<file path="config.mk">
export PLATFORM = sky130hd
export DESIGN_NAME = barrel_shift_pipe
export DESIGN_NICKNAME = d
export VERILOG_FILES = /design/src/rtl/barrel_shift_pipe.sv
export SDC_FILE = /design/constraint.sdc
export NUM_CORES = 1
export LEC_CHECK = 0
export CAP_MARGIN = 10
export CORE_MARGIN = 4
export CORE_UTILIZATION = 62
export CTS_CLUSTER_DIAMETER = 30
export DETAILED_ROUTE_END_ITERATION = 16
export DONT_BUFFER_PORTS = 1
export MAX_ROUTING_LAYER = met4
export PLACE_DENSITY = 0.78
export SETUP_SLACK_MARGIN = 0.5
export SKIP_LAST_GASP = 1
export SLEW_MARGIN = 25
export SYNTH_ARGS = -nofsm -noshare
export SYNTH_HDL_FRONTEND = slang
export SYNTH_SLANG_ARGS = --single-unit
export TNS_END_PERCENT = 5
</file>
<file path="constraint.sdc">
create_clock -name clk -period 1.53 [get_ports clk]
set_input_delay 0.153 -clock clk [delete_from_list [all_inputs] [get_ports clk]]
set_output_delay 0.153 -clock clk [all_outputs]
set_load 0.02 [all_outputs]
</file>
<file path="src/rtl/barrel_shift_pipe.sv">
// Pipelined right-move barrel shifter/rotator, one log2 stage per clock; left ops run the same
// datapath on bit-reversed operands and reverse the result in the last stage.
module barrel_shift_pipe #(
  parameter int N = 3,
  localparam int W = 2 ** N
) (
  input  logic         clk,
  input  logic         reset,
  input  logic         in_valid,
  output logic         in_ready,
  input  logic [W-1:0] in_data,
  input  logic [N-1:0] in_amt,
  input  logic [1:0]   in_op,
  output logic         out_valid,
  input  logic         out_ready,
  output logic [W-1:0] out_data
);

  function automatic logic [W-1:0] reverse(input logic [W-1:0] d);
    logic [W-1:0] r;
    for (int i = 0; i < W; i++) r[i] = d[W-1-i];
    return r;
  endfunction

  // Stage registers: element k holds the output of log-stage k plus the amt/op it travels with.
  logic [N-1:0][W-1:0] data_p;
  logic [N-1:0][N-1:0] amt_p;
  logic [N-1:0][1:0]   op_p;
  logic [N-1:0]        vld_p;

  logic [N-1:0][W-1:0] stg_in;
  logic [N-1:0][W-1:0] stg_out;
  logic [N-1:0][N-1:0] amt_in;
  logic [N-1:0][1:0]   op_in;
  logic                en;

  assign en        = !out_valid || out_ready;
  assign in_ready  = en;
  assign out_valid = vld_p[N-1];
  assign out_data  = data_p[N-1];

  for (genvar k = 0; k < N; k++) begin : g_stage
    localparam int D = 1 << k;
    logic [W-1:0] moved;

    if (k == 0) begin : g_entry
      assign stg_in[k] = in_op[0] ? reverse(in_data) : in_data;
      assign amt_in[k] = in_amt;
      assign op_in[k]  = in_op;
    end else begin : g_link
      assign stg_in[k] = data_p[k-1];
      assign amt_in[k] = amt_p[k-1];
      assign op_in[k]  = op_p[k-1];
    end

    always_comb begin
      moved = stg_in[k];
      if (amt_in[k][k]) begin
        if (op_in[k][1]) moved = stg_in[k] >> D;
        else             moved = {stg_in[k][D-1:0], stg_in[k][W-1:D]};
      end
    end

    // The final stage undoes the entry reversal so out_data is already the finished result.
    if (k == N - 1) begin : g_exit
      assign stg_out[k] = op_in[k][0] ? reverse(moved) : moved;
    end else begin : g_mid
      assign stg_out[k] = moved;
    end
  end

  // ---- stage boundary: all N registers advance together on en ----
  always_ff @(posedge clk or posedge reset) begin
    if (reset) begin
      data_p <= '0;
      amt_p  <= '0;
      op_p   <= '0;
      vld_p  <= '0;
    end else if (en) begin
      data_p <= stg_out;
      amt_p  <= amt_in;
      op_p   <= op_in;
      vld_p  <= {vld_p[N-2:0], in_valid};
    end
  end

endmodule
</file>
Word-level counts from Yosys, hierarchy flattened --
Index checks and enable logic that the tools add are counted.
Storage, ports and cells: input port bits 17, logic and storage cells 18, output and inout bits 10, register bits after elaboration 37
Operators by class: reduce and logical (&&, ||, !) cells 2, multiplexer cells 8
Operators with widths (count):
- $mux 8 | 8
- $logic_not 1->1 | 1
- $logic_or 1x1->1 | 1

Depth between registers and ports, before layout --
Gate-level depths: netlist (run 1).
word-level depth 3, gate-level depth with buffers 5, mapped depth without buffers 3

Worst setup path before layout (run 1) --
Ideal clock, no wire load.
kind register -> register, from register vld_p[2], to register data_p[14] (netlist bit), library setup time 0.119 ns, setup slack 0.235 ns, period minus slack after synthesis 1.295 ns, arrival time 1.176 ns, stages on the path, launching flop included 6, buffers on the path 2, required time 1.411 ns, cell sequence dfrtp_1 -> nand2b_1 -> buf_2 -> buf_2 -> o221ai_1 -> o21a_1
Between the ends: cells in the longest elaborated chain, start to end 2
Ends and longest elaborated chain:
- start, declared | RTL line 29 | logic [N-1:0] vld_p;
- start signal, assigned | RTL line 83 | vld_p <= {vld_p[N-2:0], in_valid};
- $logic_not 1->1 | RTL line 37 | assign en = !out_valid || out_ready;
- $logic_or 1x1->1 | RTL line 37
- end signal, assigned | RTL line 80 | data_p <= stg_out;
- end, declared | RTL line 26 | logic [N-1:0][W-1:0] data_p;
No other way between the ends. A chain may end at the register's enable or synchronous reset.

Final worst setup path (run 1) --
from register vld_p[2], to output port in_ready
Between the ends: cells in the longest elaborated chain, start to end 2
Ends and longest elaborated chain:
- $logic_not 1->1 | RTL line 37
- $logic_or 1x1->1 | RTL line 37
- end, declared | RTL line 10 | output logic in_ready,
No other way between the ends.

==> results of run 1 <==
[path summary, 6_finish.rpt]
kind / from / end / slack [ns]
max in group asynchronous: reset / vld_p[2] / 0.87
worst min-delay path: in_data[3] / data_p[3] / 0.06
worst max-delay path: vld_p[2] / in_ready / 0.21
worst max register to register: vld_p[2] / op_in[5] / 0.22
min in group asynchronous: reset / out_data[3] / 0.34
worst min register to register: vld_p[1] / vld_p[2] / 0.48
[critical path, delay by kind of cell, from the launching register on]
kind / cells / cell delay, ns
DFF: 1 / 0.48
and+or+nand+nor: 1 / 0.12
buffers and inverters: 2 / 0.22
[synthesized netlist by cell type]
library cell | instances | area (sq um)
clkbuf_1 | 1 | 3.75
nor2_1 | 8 | 30.0
buf_2 | 8 | 40.0
nand2_1 | 2 | 7.51
nor2b_1 | 2 | 12.5
o21ai_0 | 1 | 5.00
dfrtp_1 | 34 | 851
o221ai_1 | 1 | 8.76
mux4_2 | 7 | 158
a31oi_1 | 1 | 6.26
mux2_4 | 7 | 105
a21oi_1 | 7 | 35.0
buf_4 | 8 | 60.1
buf_6 | 2 | 22.5
xor2_1 | 1 | 8.76
o221a_2 | 8 | 90.1
nand3b_1 | 5 | 37.5
inv_1 | 2 | 7.51
nand3_1 | 12 | 60.1
mux2_2 | 8 | 90.1
nand2b_1 | 7 | 43.8
o21a_1 | 1 | 7.51
clkinv_1 | 1 | 3.75
mux2i_1 | 11 | 110
[power breakdown]
group	switching, W	internal [W]
sequential	0.000440	0.00121
clock	0.000284	0.000217
combinational	0.000386	0.000603
total	0.00111	0.00203
[sequential cells by signal (all words and copies together) (netlist names)]
register / count
amt_in: 3
out_data: 8
op_in: 4
data_p: 16
vld_p: 3
[cell families (layout without fill, tap and decap cells)]
kind of cell,count (synthesis),in the layout,synth area share
flip-flops,34,34,0.472
XOR/XNOR,1,1,0.00486
buffers and inverters,22,27,0.0763
AO/OA/AOI/OAI,19,19,0.0846
multiplexers,33,33,0.257
AND/OR/NAND/NOR,36,36,0.106
[stage by stage]
stage,setup WS (ns),std cells
global placement,0.226,162
detailed placement,0.204,162
floorplan,0.393,145
finish,0.211,181
global route,0.164,181
CTS,0.208,181
[final cells by class]
cell class / count / share of cell area
repair buffers: 17 / 0.0981
multi-input cells: 89 / 0.416
clock buffers: 7 / 0.0278
well taps: 31 / 0.0196
inverters: 3 / 0.00633
flip-flops and latches: 34 / 0.432
[per-layer routing]
metal	track usage	up-vias	part of all wire
met1	0.209	562	0.39
met5	-	-	0
met4	0.0818	0	0.022
li1	-	533	-
met3	0.0806	8	0.063
met2	0.361	33	0.53
[what timing repair did]
item                                    CTS  global route
endpoints found under the setup margin   34            34
pin swaps                                 0             0
gates resized for setup                   5             2
hold buffers                              6             0
gates cloned                              1             0
hold endpoints to repair                 39             0
buffers inserted                          5             0
==> flow_summary.json, run 1 <==
{
  "route.final.wire_length_mm": 3.20,
  "worst_skew_pair.late_latency_ns": 0.34,
  "drc": 0,
  "core-area_sq_um": 2760,
  "max-vdd-ir-drop_uv": 1210,
  "timing.max_cap.violations": 0,
  "maxSlewViolCount": 0,
  "antenna_diode_count": 0,
  "filler_cell_count": 184,
  "drive_gt1_frac": 0.340,
  "cts_tree": "done",
  "hold_path.class": "input pin to flop",
  "cp.required_ns": 1.38,
  "crit_path_max_fanout": 4,
  "grt_pass1_vias": 1255,
  "postSynthAreaPerCell_sq_um": 12.4,
  "finalHoldViolCount": 0,
  "finalClockSkew_ns": 0.0131,
  "rr_worst_depth": 4,
  "hpwlAfterDp_mm": 2.26,
  "final.period_utilization": 0.862,
  "avgViaCountPerCell": 6.28,
  "cts-root-to-sink-buffers": 2,
  "fp.dieArea_sq_um": 3840,
  "timing.setup.critical_path_class": "flop to output pin",
  "worstSetupStartpointType": "flop",
  "first_pass_grt_wire_length_mm": 5.54,
  "fin_crit_ns": 1.32,
  "min_hold_slack_ns": 0.0585,
  "die_h_um": 61.9,
  "cts.clk_slew.worst_paths_ns": 0.11,
  "area_growth_from_synthesis_to_final_layout_pct": 9.57,
  "tightestPinTransition_ns": 0.442,
  "setup_tns_ns": 0,
  "boundaryPins": 27,
  "postSynthNetCount": 162,
  "cp.arrival_ns": 1.17,
  "timing.critical_path.slowest_stage_cell": "dfrtp_2",
  "vias": 1136,
  "postRouteAntennaNets": 0,
  "maxSlewHeadroom": 0.705,
  "grt_antenna_before_repair": 0,
  "power_density_nw_per_um2": 1590,
  "crit_chain": "nand2b_4, buf_12, buf_8",
  "post_synth_instance_area_sq_um": 1800,
  "timing.final.setup_violations": 0,
  "area_used_by_multi_input_combinational_logic_sq_um": 823,
  "final_core_util": 0.717,
  "status": "complete, no violations",
  "row_count": 19,
  "ff_latch_area_sq_um": 853,
  "synth_seq_cells": 34,
  "unrepaired_setup_endpoints_after_global_routing": "true",
  "ys.warnings.count": 0,
  "clock-sinks": 34,
  "final_common_cell": "dfrtp_1",
  "drt-pass1-iter-count": 5,
  "cellLeakagePower_nw": 0.859,
  "avgRoutedWirePerCell_um": 17.7,
  "fin_total_pwr_w": 0.00314,
  "clock-root-buffer": "clkbuf_4",
  "design_area_sq_um": 1980,
  "gp_congestion": 0.829,
  "post_synthesis_cell_count": 145,
  "portBuffers": 0,
  "die_width_um": 61.9,
  "cp_slowest_stage_delay_ns": 0.48,
  "grt-ovfl-total": 0,
  "initial_core_util": 0.654,
  "cts_inserted_buffers": 5,
  "mostFrequentLayoutCells": "dfrtp_1 (32), nand3_1 (12), mux2i_1 (11)",
  "timing.hold.worst_path_depth": 2,
  "max_freq_ghz": 0.758,
  "pin_count_of_the_biggest_net_entering_global_routing": 35,
  "crit_end_category": "output pin",
  "detailed_place.area_sq_um": 1780,
  "grt_use_total": 0.208,
  "final_nets": 167,
  "cts-htree-levels": 2,
  "seq_area_frac_synth": 0.472,
  "drt_iter0_drc": 88,
  "netlist-cell-type-count": 24
}
No activity file was read; power rests on OpenSTA's default activity.
==> run 2, diff against run 1 <==
- CELL_PAD_IN_SITES_DETAIL_PLACEMENT: unset -> 0
- CELL_PAD_IN_SITES_GLOBAL_PLACEMENT: unset -> 2
- CORE_UTILIZATION: 62 -> 42
- PLACE_DENSITY: 0.78 -> unset
- PLACE_DENSITY_LB_ADDON: unset -> 0.1
==> run 2 against run 1 <==
Final area up 1.1%. Utilization down 23 points. Sequential share of layout area down 0.46 points. Non-clock buffer count down 1. Critical path type unchanged. Critical endpoint unchanged. Largest cell class unchanged. Largest power group unchanged. Highest routed layer unchanged.
==> flow_summary.json, run 2 (synthesis results as in run 1) <==
{
  "largest_reg_flops": 16,
  "cts.clk_slew.worst_paths_ns": 0.07,
  "min_hold_slack_ns": 0.0189,
  "drt_iter0_drc": 15,
  "portBuffers": 0,
  "final_common_cell": "dfrtp_1",
  "grt-ovfl-total": 0,
  "power_density_nw_per_um2": 1650,
  "clock-sinks": 34,
  "antenna_diode_count": 0,
  "initial_core_util": 0.442,
  "cts-htree-levels": 2,
  "final.period_utilization": 0.851,
  "drt-pass1-iter-count": 4,
  "final_core_util": 0.489,
  "crit_chain": "nand2b_4, buf_6, buf_6",
  "timing.setup.critical_path_class": "flop to output pin",
  "grt_use_total": 0.147,
  "hold_path.class": "input pin to flop",
  "route.final.wire_length_mm": 3.35,
  "grt_antenna_before_repair": 0,
  "cts_tree": "done",
  "unrepaired_setup_endpoints_after_global_routing": "true",
  "gp_congestion": 0.700,
  "postRouteAntennaNets": 0,
  "cts-root-to-sink-buffers": 2,
  "grt_pass1_vias": 1167,
  "area_growth_from_synthesis_to_final_layout_pct": 10.7,
  "tightestPinTransition_ns": 0.469,
  "die_h_um": 73.5,
  "first_pass_grt_wire_length_mm": 5.78,
  "status": "complete, no violations",
  "worstSetupStartpointType": "flop",
  "max_freq_ghz": 0.768,
  "cts_inserted_buffers": 5,
  "fin_total_pwr_w": 0.00329,
  "mostFrequentLayoutCells": "dfrtp_1 (32), nand3_1 (12), mux2i_1 (11), buf_4 (11)",
  "fin_crit_ns": 1.30,
  "timing.max_cap.violations": 0,
  "drive_gt1_frac": 0.377,
  "avgViaCountPerCell": 5.42,
  "cp_slowest_stage_delay_ns": 0.50,
  "maxSlewHeadroom": 0.687,
  "timing.final.setup_violations": 0,
  "clock-root-buffer": "clkbuf_8",
  "worst_skew_pair.late_latency_ns": 0.28,
  "avgRoutedWirePerCell_um": 16.7,
  "vias": 1090,
  "final_nets": 167,
  "cp.required_ns": 1.38,
  "hpwlAfterDp_mm": 2.39,
  "timing.critical_path.slowest_stage_cell": "dfrtp_2",
  "fp.dieArea_sq_um": 5410,
  "die_width_um": 73.5,
  "largest_register": "data_p",
  "crit_end_category": "output pin",
  "critical-path-top-cell-by-count": "buf_6",
  "cp.arrival_ns": 1.15,
  "core-area_sq_um": 4090,
  "row_count": 23,
  "cellLeakagePower_nw": 0.871,
  "setup_tns_ns": 0,
  "crit_path_max_fanout": 6,
  "max-vdd-ir-drop_uv": 645,
  "drc": 0,
  "maxSlewViolCount": 0,
  "pin_count_of_the_biggest_net_entering_global_routing": 35,
  "finalHoldViolCount": 0,
  "boundaryPins": 27,
  "finalClockSkew_ns": 0.00531
}
[run 2: cell count changes in the layout (fill, tap and decap cells not counted), sizes merged]
cell and delta:
nand2b +1, dlygate4sd3 -5, clkinv +1, buf +4
[run 2: final cells by class]
cell class | count | area [sq um]
timing repair buffer | 16 | 138
fill | 379 | 2090
clock buffer | 7 | 86.3
sequential | 34 | 853
multi-input combinational | 90 | 841
tap | 50 | 62.6
inverter | 3 | 12.5
clock inverter | 1 | 5.00
[run 2: timing repair]
| item | CTS | global route |
|---|---|---|
| setup buffers | 8 | 0 |
| endpoints found under the hold margin | 34 | 0 |
| gates cloned | 1 | 0 |
| gates resized for setup | 6 | 1 |
| hold buffers | 1 | 0 |
| setup endpoints to repair | 34 | 34 |
[run 2: final timing paths]
| path | cells past startpoint | to | slack (ns) | start |
|---|---|---|---|---|
| worst max-delay path | 3 | in_ready | 0.23 | vld_p[2] |
| worst min-delay path | 1 | op_in[3] | 0.02 | in_op[1] |
| worst min register to register | 1 | vld_p[2] | 0.47 | vld_p[1] |
| worst max register to register | 4 | data_p[7] | 0.24 | vld_p[2] |
| max in group asynchronous | 3 | vld_p[2] | 0.79 | reset |
| min in group asynchronous | 3 | data_p[11] | 0.40 | reset |
[run 2: routing by layer]
layer	part of all wire	track usage
met5	0	-
met4	0.010	0.0423
met3	0.053	0.0643
met2	0.48	0.222
met1	0.46	0.178
[run 2: through the flow]
stage / worst slack (ns) / std cells / area, sq um
after detailed placement: 0.122 / 183 / 1800
after floorplan: 0.393 / 145 / 1850
final: 0.228 / 201 / 2000
after global routing: 0.179 / 201 / 2000
after global placement: 0.153 / 183 / 1800
after CTS: 0.218 / 201 / 2000
[run 2: critical path: cells and delay by family (launching register included)]
family	cells	cell delay, ns
flip-flops	1	0.50
buffers and inverters	2	0.23
AND/OR/NAND/NOR	1	0.13
[run 2: power breakdown]
group,internal (W),switching [W],leakage (nW)
clock network,0.000363,0.000306,0.0482
registers,0.00121,0.000452,0.389
logic,0.000589,0.000374,0.433
